==> src/rtl/bitwise_pkg.sv <==
// Shared constants for the bitwise operator checker: FSM encoding,
// fail_mask bit positions and default widths.
package bitwise_pkg;

    localparam int DEFAULT_WIDTH = 4;
    localparam int DEFAULT_CNT_W = 8;

    // fail_mask bit positions, one per operator
    localparam int MASK_AND = 0;
    localparam int MASK_NOT = 1;
    localparam int MASK_OR  = 2;
    localparam int MASK_XOR = 3;

    typedef enum logic [1:0] {
        ST_IDLE  = 2'd0,
        ST_RUN   = 2'd1,
        ST_DRAIN = 2'd2,
        ST_DONE  = 2'd3
    } state_e;

endpackage

==> src/rtl/bitwise_ref.sv <==
// Golden model of the bitwise unit: purely combinational, reusable wherever
// reference AND/NOT/OR/XOR results are needed. NOT depends only on a.
module bitwise_ref #(
    parameter int WIDTH = bitwise_pkg::DEFAULT_WIDTH
) (
    input  logic [WIDTH-1:0] a,
    input  logic [WIDTH-1:0] b,
    output logic [WIDTH-1:0] res_and,
    output logic [WIDTH-1:0] res_not,
    output logic [WIDTH-1:0] res_or,
    output logic [WIDTH-1:0] res_xor
);
    assign res_and = a & b;
    assign res_not = ~a;
    assign res_or  = a | b;
    assign res_xor = a ^ b;
endmodule

==> config.mk <==
export PLATFORM = sky130hd
export DESIGN_NAME = bitwise_ref
export DESIGN_NICKNAME = d
export VERILOG_FILES = /design/src/rtl/bitwise_pkg.sv /design/src/rtl/bitwise_ref.sv
export SDC_FILE = /design/constraint.sdc
export NUM_CORES = 1
export LEC_CHECK = 0
export CAP_MARGIN = 20
export CORE_AREA = 8 8 45 47
export DETAILED_ROUTE_END_ITERATION = 8
export DIE_AREA = 0 0 53 55
export SYNTH_ARGS = -nofsm -noshare
export SYNTH_HDL_FRONTEND = slang
export SYNTH_SLANG_ARGS = --single-unit
==> constraint.sdc <==
create_clock -name vclk -period 0.8
set_input_delay 0.16 -clock vclk [all_inputs]
set_output_delay 0.16 -clock vclk [all_outputs]
set_load 0.01 [all_outputs]
==> flow_summary.ini, run 1 <==
[floorplanning]
core_um2 = 1384
die_width_um = 53
io_pins = 24
row_count = 14
dieArea_um2 = 2915
start_util_pct = 10.49
die_h_um = 55

[timing]
fin_crit_ns = 0.7869
fin_ws_ns = 0.01312
hold_viol = 0
setup_viol = 0
rsz0062_at_grt = false
fmaxAchievable_ghz = 1.271
period_share_pct = 98.36
max_slew_margin_pct = 90.87
hold-worst-slack_ns = 0.6149
worst_pin_slew_ns = 0.1375
slew_viol_final = 0

[worst_hold_path]
worstHoldStart = b[3]
holdPathStages = 3
min_path_type = primary input to output pin
holdPathEnd = res_and[3]

[detailed_routing]
drt_iter0_markers = 1
num_vias = 231
via_per_inst = 3.500
drc_errors = 0
drtPass1Iterations = 2
routed_wl_um = 719
wl_per_cell_um = 10.89
antenna_left = 0

[global_routing]
grt_max_degree = 3
overflow = 0
grt_pass1_wl_um = 1062
grt_use_total_pct = 4.414
antenna_found_initial = 0
grt_pass1_vias = 251

[yosys]
synth_common_cells = inv_1, ha_1
yosysUniqueCellTypes = 2
syn_area_per_cell_um2 = 7.257
synth.most_common_cell = inv_1
synth_area_leader_cell = ha_1
syn-instance-count = 20
ys_warn_count = 0
netlist_area_um2 = 145.1
ys_top_cells_by_area = ha_1, inv_1
mappedNetlistNets = 36
yosysSeqAreaShare_pct = 0
netlist.area_leader.share_pct = 68.97

[power_and_ir_drop]
total_power_w = 0.0003017
p_leak_nw = 0.2724
p_per_area_nw_per_um2 = 525.4
vdd_drop_max_mv = 0.1893

[critical_path]
arrival_ns = 0.63
cp_max_fo = 2
required_ns = 0.64
cp-end-kind = output pin
start_kind = primary input
crit_type = primary input to output pin

[layout]
regArea_um2 = 0
n_antenna_cell = 0
fin_area_um2 = 574.3
clockBufferCount = 0
final_nets = 68
seq_cell_count = 0
drive_gt1_share_pct = 88.00
area_growth_pct = 295.7

[placement]
place_ws_ns = -0.8709
gp_congestion = 0.5727
detailed_place_hpwl_um = 544.9
port_buffers = 24
place_area_um2 = 457.9

[run_status]
outcome = finished, final reports clean

[clocking]
postCtsHoldBufs = 0

[run]
cap_viol_max_count = 0
==> per-stage QoR <==
stage	TNS (ns)	utilization (%)	cells
2_1_floorplan	0	-	20
3_3_place_gp	-12.18	33.09	67
3_5_place_dp	-12.25	33.09	67
4_1_cts	-0.04452	38.34	66
5_1_grt	0	41.50	66
6_report	0	41.50	66
==> critical path, cell delays in order <==
cell,delay (ns)
buf_6,0.10
inv_2,0.06
ha_4,0.19
buf_6,0.11
==> what timing repair did <==
action                                  CTS  global route
resized for setup                       124            14
pin swaps                                 4             1
buffers inserted                          0             0
endpoints found under the setup margin   16             8
==> where the power goes <==
part	internal, W	total, W	switching, W
registers	0	0	0
clock network	0	0	0
logic	0.000179	0.000302	0.000123
==> cell families (layout without fill, tap and decap cells) <==
group / count (synthesis) / count (layout) / share of synthesized area (%)
buffers and inverters: 12 / 42 / 31.03
adder cells (fa/ha/maj): 8 / 8 / 68.97
==> metal layers <==
| metal | track usage [%] | vias to the layer above | share of wire, % |
|---|---|---|---|
| met4 | 0 | 0 | 0 |
| met2 | 9.961 | 9 | 63 |
| li1 | - | 114 | - |
| met5 | 0 | - | 0 |
| met1 | 3.922 | 108 | 25 |
| met3 | 1.070 | 0 | 12 |
==> area by class of cell <==
cell class                 count  area (um2)
timing repair buffer          30       291.5
tap                           16       20.02
fill                         152       809.5
multi-input combinational      8       200.2
inverter                      12       62.56
==> worst max path at each step <==
stage / start / endpoint / slack, ns / cells after the start
after global routing: b[0] / res_xor[0] / 0.0003 / 4
after CTS: b[3] / res_xor[3] / -0.02 / 4
after detailed placement: a[3] / res_xor[3] / -0.87 / 4
after global placement: a[1] / res_xor[1] / -0.87 / 4
final: a[3] / res_xor[3] / 0.01 / 4
after floorplan: a[0] / res_xor[0] / 0.09 / 2
==> cells in the final DEF, fill, tap and decap left out <==
cell and n:
buf_8 1, inv_2 1, ha_4 8, inv_4 7, buf_2 5, dlygate4sd2_1 2
clkbuf_2 1, inv_1 4, buf_6 19, buf_4 2
Note: power is estimated with default switching activity, not from simulation.
==> inputs of run 2 (changes only) <==
--- a/config.mk
+++ b/config.mk
@@ -9,6 +9,7 @@
 export CORE_AREA = 8 8 45 47
 export DETAILED_ROUTE_END_ITERATION = 8
 export DIE_AREA = 0 0 53 55
+export GPL_TIMING_DRIVEN = 0
 export SYNTH_ARGS = -nofsm -noshare
 export SYNTH_HDL_FRONTEND = slang
 export SYNTH_SLANG_ARGS = --single-unit
==> run 2 against run 1 <==
Final cell count shrank 9.1%; first-iteration DRC count stayed put; hold slack better by 0.018 ns; routed wire length fell by 13%; non-clock buffer count is 6 lower; flip-flop and latch count unchanged; utilization down 10 points; via count is 13% lower; die area is the same; clock-buffer cell count stayed put.
==> flow_summary.ini, run 2 (synthesis results as in run 1) <==
[timing]
hold-worst-slack_ns = 0.6330
worst_pin_slew_ns = 0.1336
max_slew_margin_pct = 91.13
slew_viol_final = 0
fin_crit_ns = 0.7835
hold_viol = 0
period_share_pct = 97.94
rsz0062_at_grt = false
setup_viol = 0
fin_ws_ns = 0.01649
fmaxAchievable_ghz = 1.276

[critical_path]
crit_family = buffers and inverters
cp_max_fo = 2
slowest_stage = ha_4
crit_type = primary input to output pin
worst_path_most_repeated_cell = buf_6
crit_buf_inv = 3
cp-end-kind = output pin
start_kind = primary input
max_stage_delay_ns = 0.19
arrival_ns = 0.62
required_ns = 0.64
crit_chain = buf_6 -> inv_2 -> ha_4 -> buf_6
critical_path.startpoint = a[3]

[layout]
area_growth_pct = 196.6
fin_area_um2 = 430.4
n_antenna_cell = 0
clockBufferCount = 0
fin_util_pct = 31.10
final_cell_mix = buf_6, buf_2, inv_2
fill_cells = 159
multi_input_area_um2 = 150.1
regArea_um2 = 0
layout_commonest_cell = buf_6
final_nets = 62
seq_cell_count = 0
drive_gt1_share_pct = 72.73

[power_and_ir_drop]
p_per_area_nw_per_um2 = 535.1
total_power_w = 0.0002303
vdd_drop_max_mv = 0.1279
p_leak_nw = 0.2332

[global_routing]
antenna_found_initial = 0
overflow = 0
grt_max_degree = 3
grt_use_total_pct = 3.978
grt_pass1_vias = 243
grt_pass1_wl_um = 979

[run]
cap_viol_max_count = 0

[run_status]
outcome = finished, final reports clean

[detailed_routing]
antenna_left = 0
num_vias = 200
drt_iter0_markers = 1
via_per_inst = 3.333
drtPass1Iterations = 2
drc_errors = 0
wl_per_cell_um = 10.47
routed_wl_um = 628

[floorplanning]
core_um2 = 1384
dieArea_um2 = 2915
io_pins = 24
die_h_um = 55
start_util_pct = 10.49
die_width_um = 53
row_count = 14

[clocking]
post_cts_buffers = 0

[worst_hold_path]
min_path_type = primary input to output pin
worstHoldStart = b[0]

[placement]
gp_congestion = 0.5595
place_ws_ns = -0.8782
port_buffers = 24
place_area_um2 = 405.4
[run 2: cell count changes in the layout (fill, tap and decap cells not counted), sizes merged]
cell / before / now
buf: 27 / 20
dlygate4sd2: 2 / 4
clkbuf: 1 / 0
[run 2: final cells by class]
type               count  share of cell area, %
repair buffers        24                  48.84
inverters             12                  11.63
well taps             16                  4.651
multi-input cells      8                  34.88
[run 2: metal layers]
layer | wire, um | share of wire, % | vias up | track usage [%]
met2 | 377 | 60 | 9 | 8.789
met5 | 0 | 0 | - | 0
li1 | - | - | 102 | -
met1 | 162 | 26 | 89 | 3.620
met3 | 88 | 14 | 0 | 1.070
met4 | 0 | 0 | 0 | 0
[run 2: timing repair]
item | in CTS | in global routing
hold buffers | 0 | 0
gates resized for setup | 104 | 6
endpoints found under the setup margin | 16 | 4
pin swaps | 4 | 0
[run 2: report_power, final]
| group | internal [W] | total (W) | switching (W) |
|---|---|---|---|
| registers | 0 | 0 | 0 |
| logic | 0.000131 | 0.000230 | 0.0000988 |
| clock network | 0 | 0 | 0 |
| total | 0.000131 | 0.000230 | 0.0000988 |
[run 2: worst min-delay path, delay by kind of cell]
kind,cells,cell delay (ns)
buffers and inverters,2,0.19
adders and majority gates,1,0.12
[run 2: path summary, 6_finish.rpt]
path | to | cells after the start
setup / recovery | res_xor[3] | 4
hold / removal | res_and[0] | 3
[run 2: metrics by stage]
stage | TNS [ns] | std cells
3_5_place_dp | -11.85 | 60
3_3_place_gp | -11.77 | 60
4_1_cts | -0.02751 | 60
6_report | 0 | 60
2_1_floorplan | 0 | 20
5_1_grt | 0 | 60
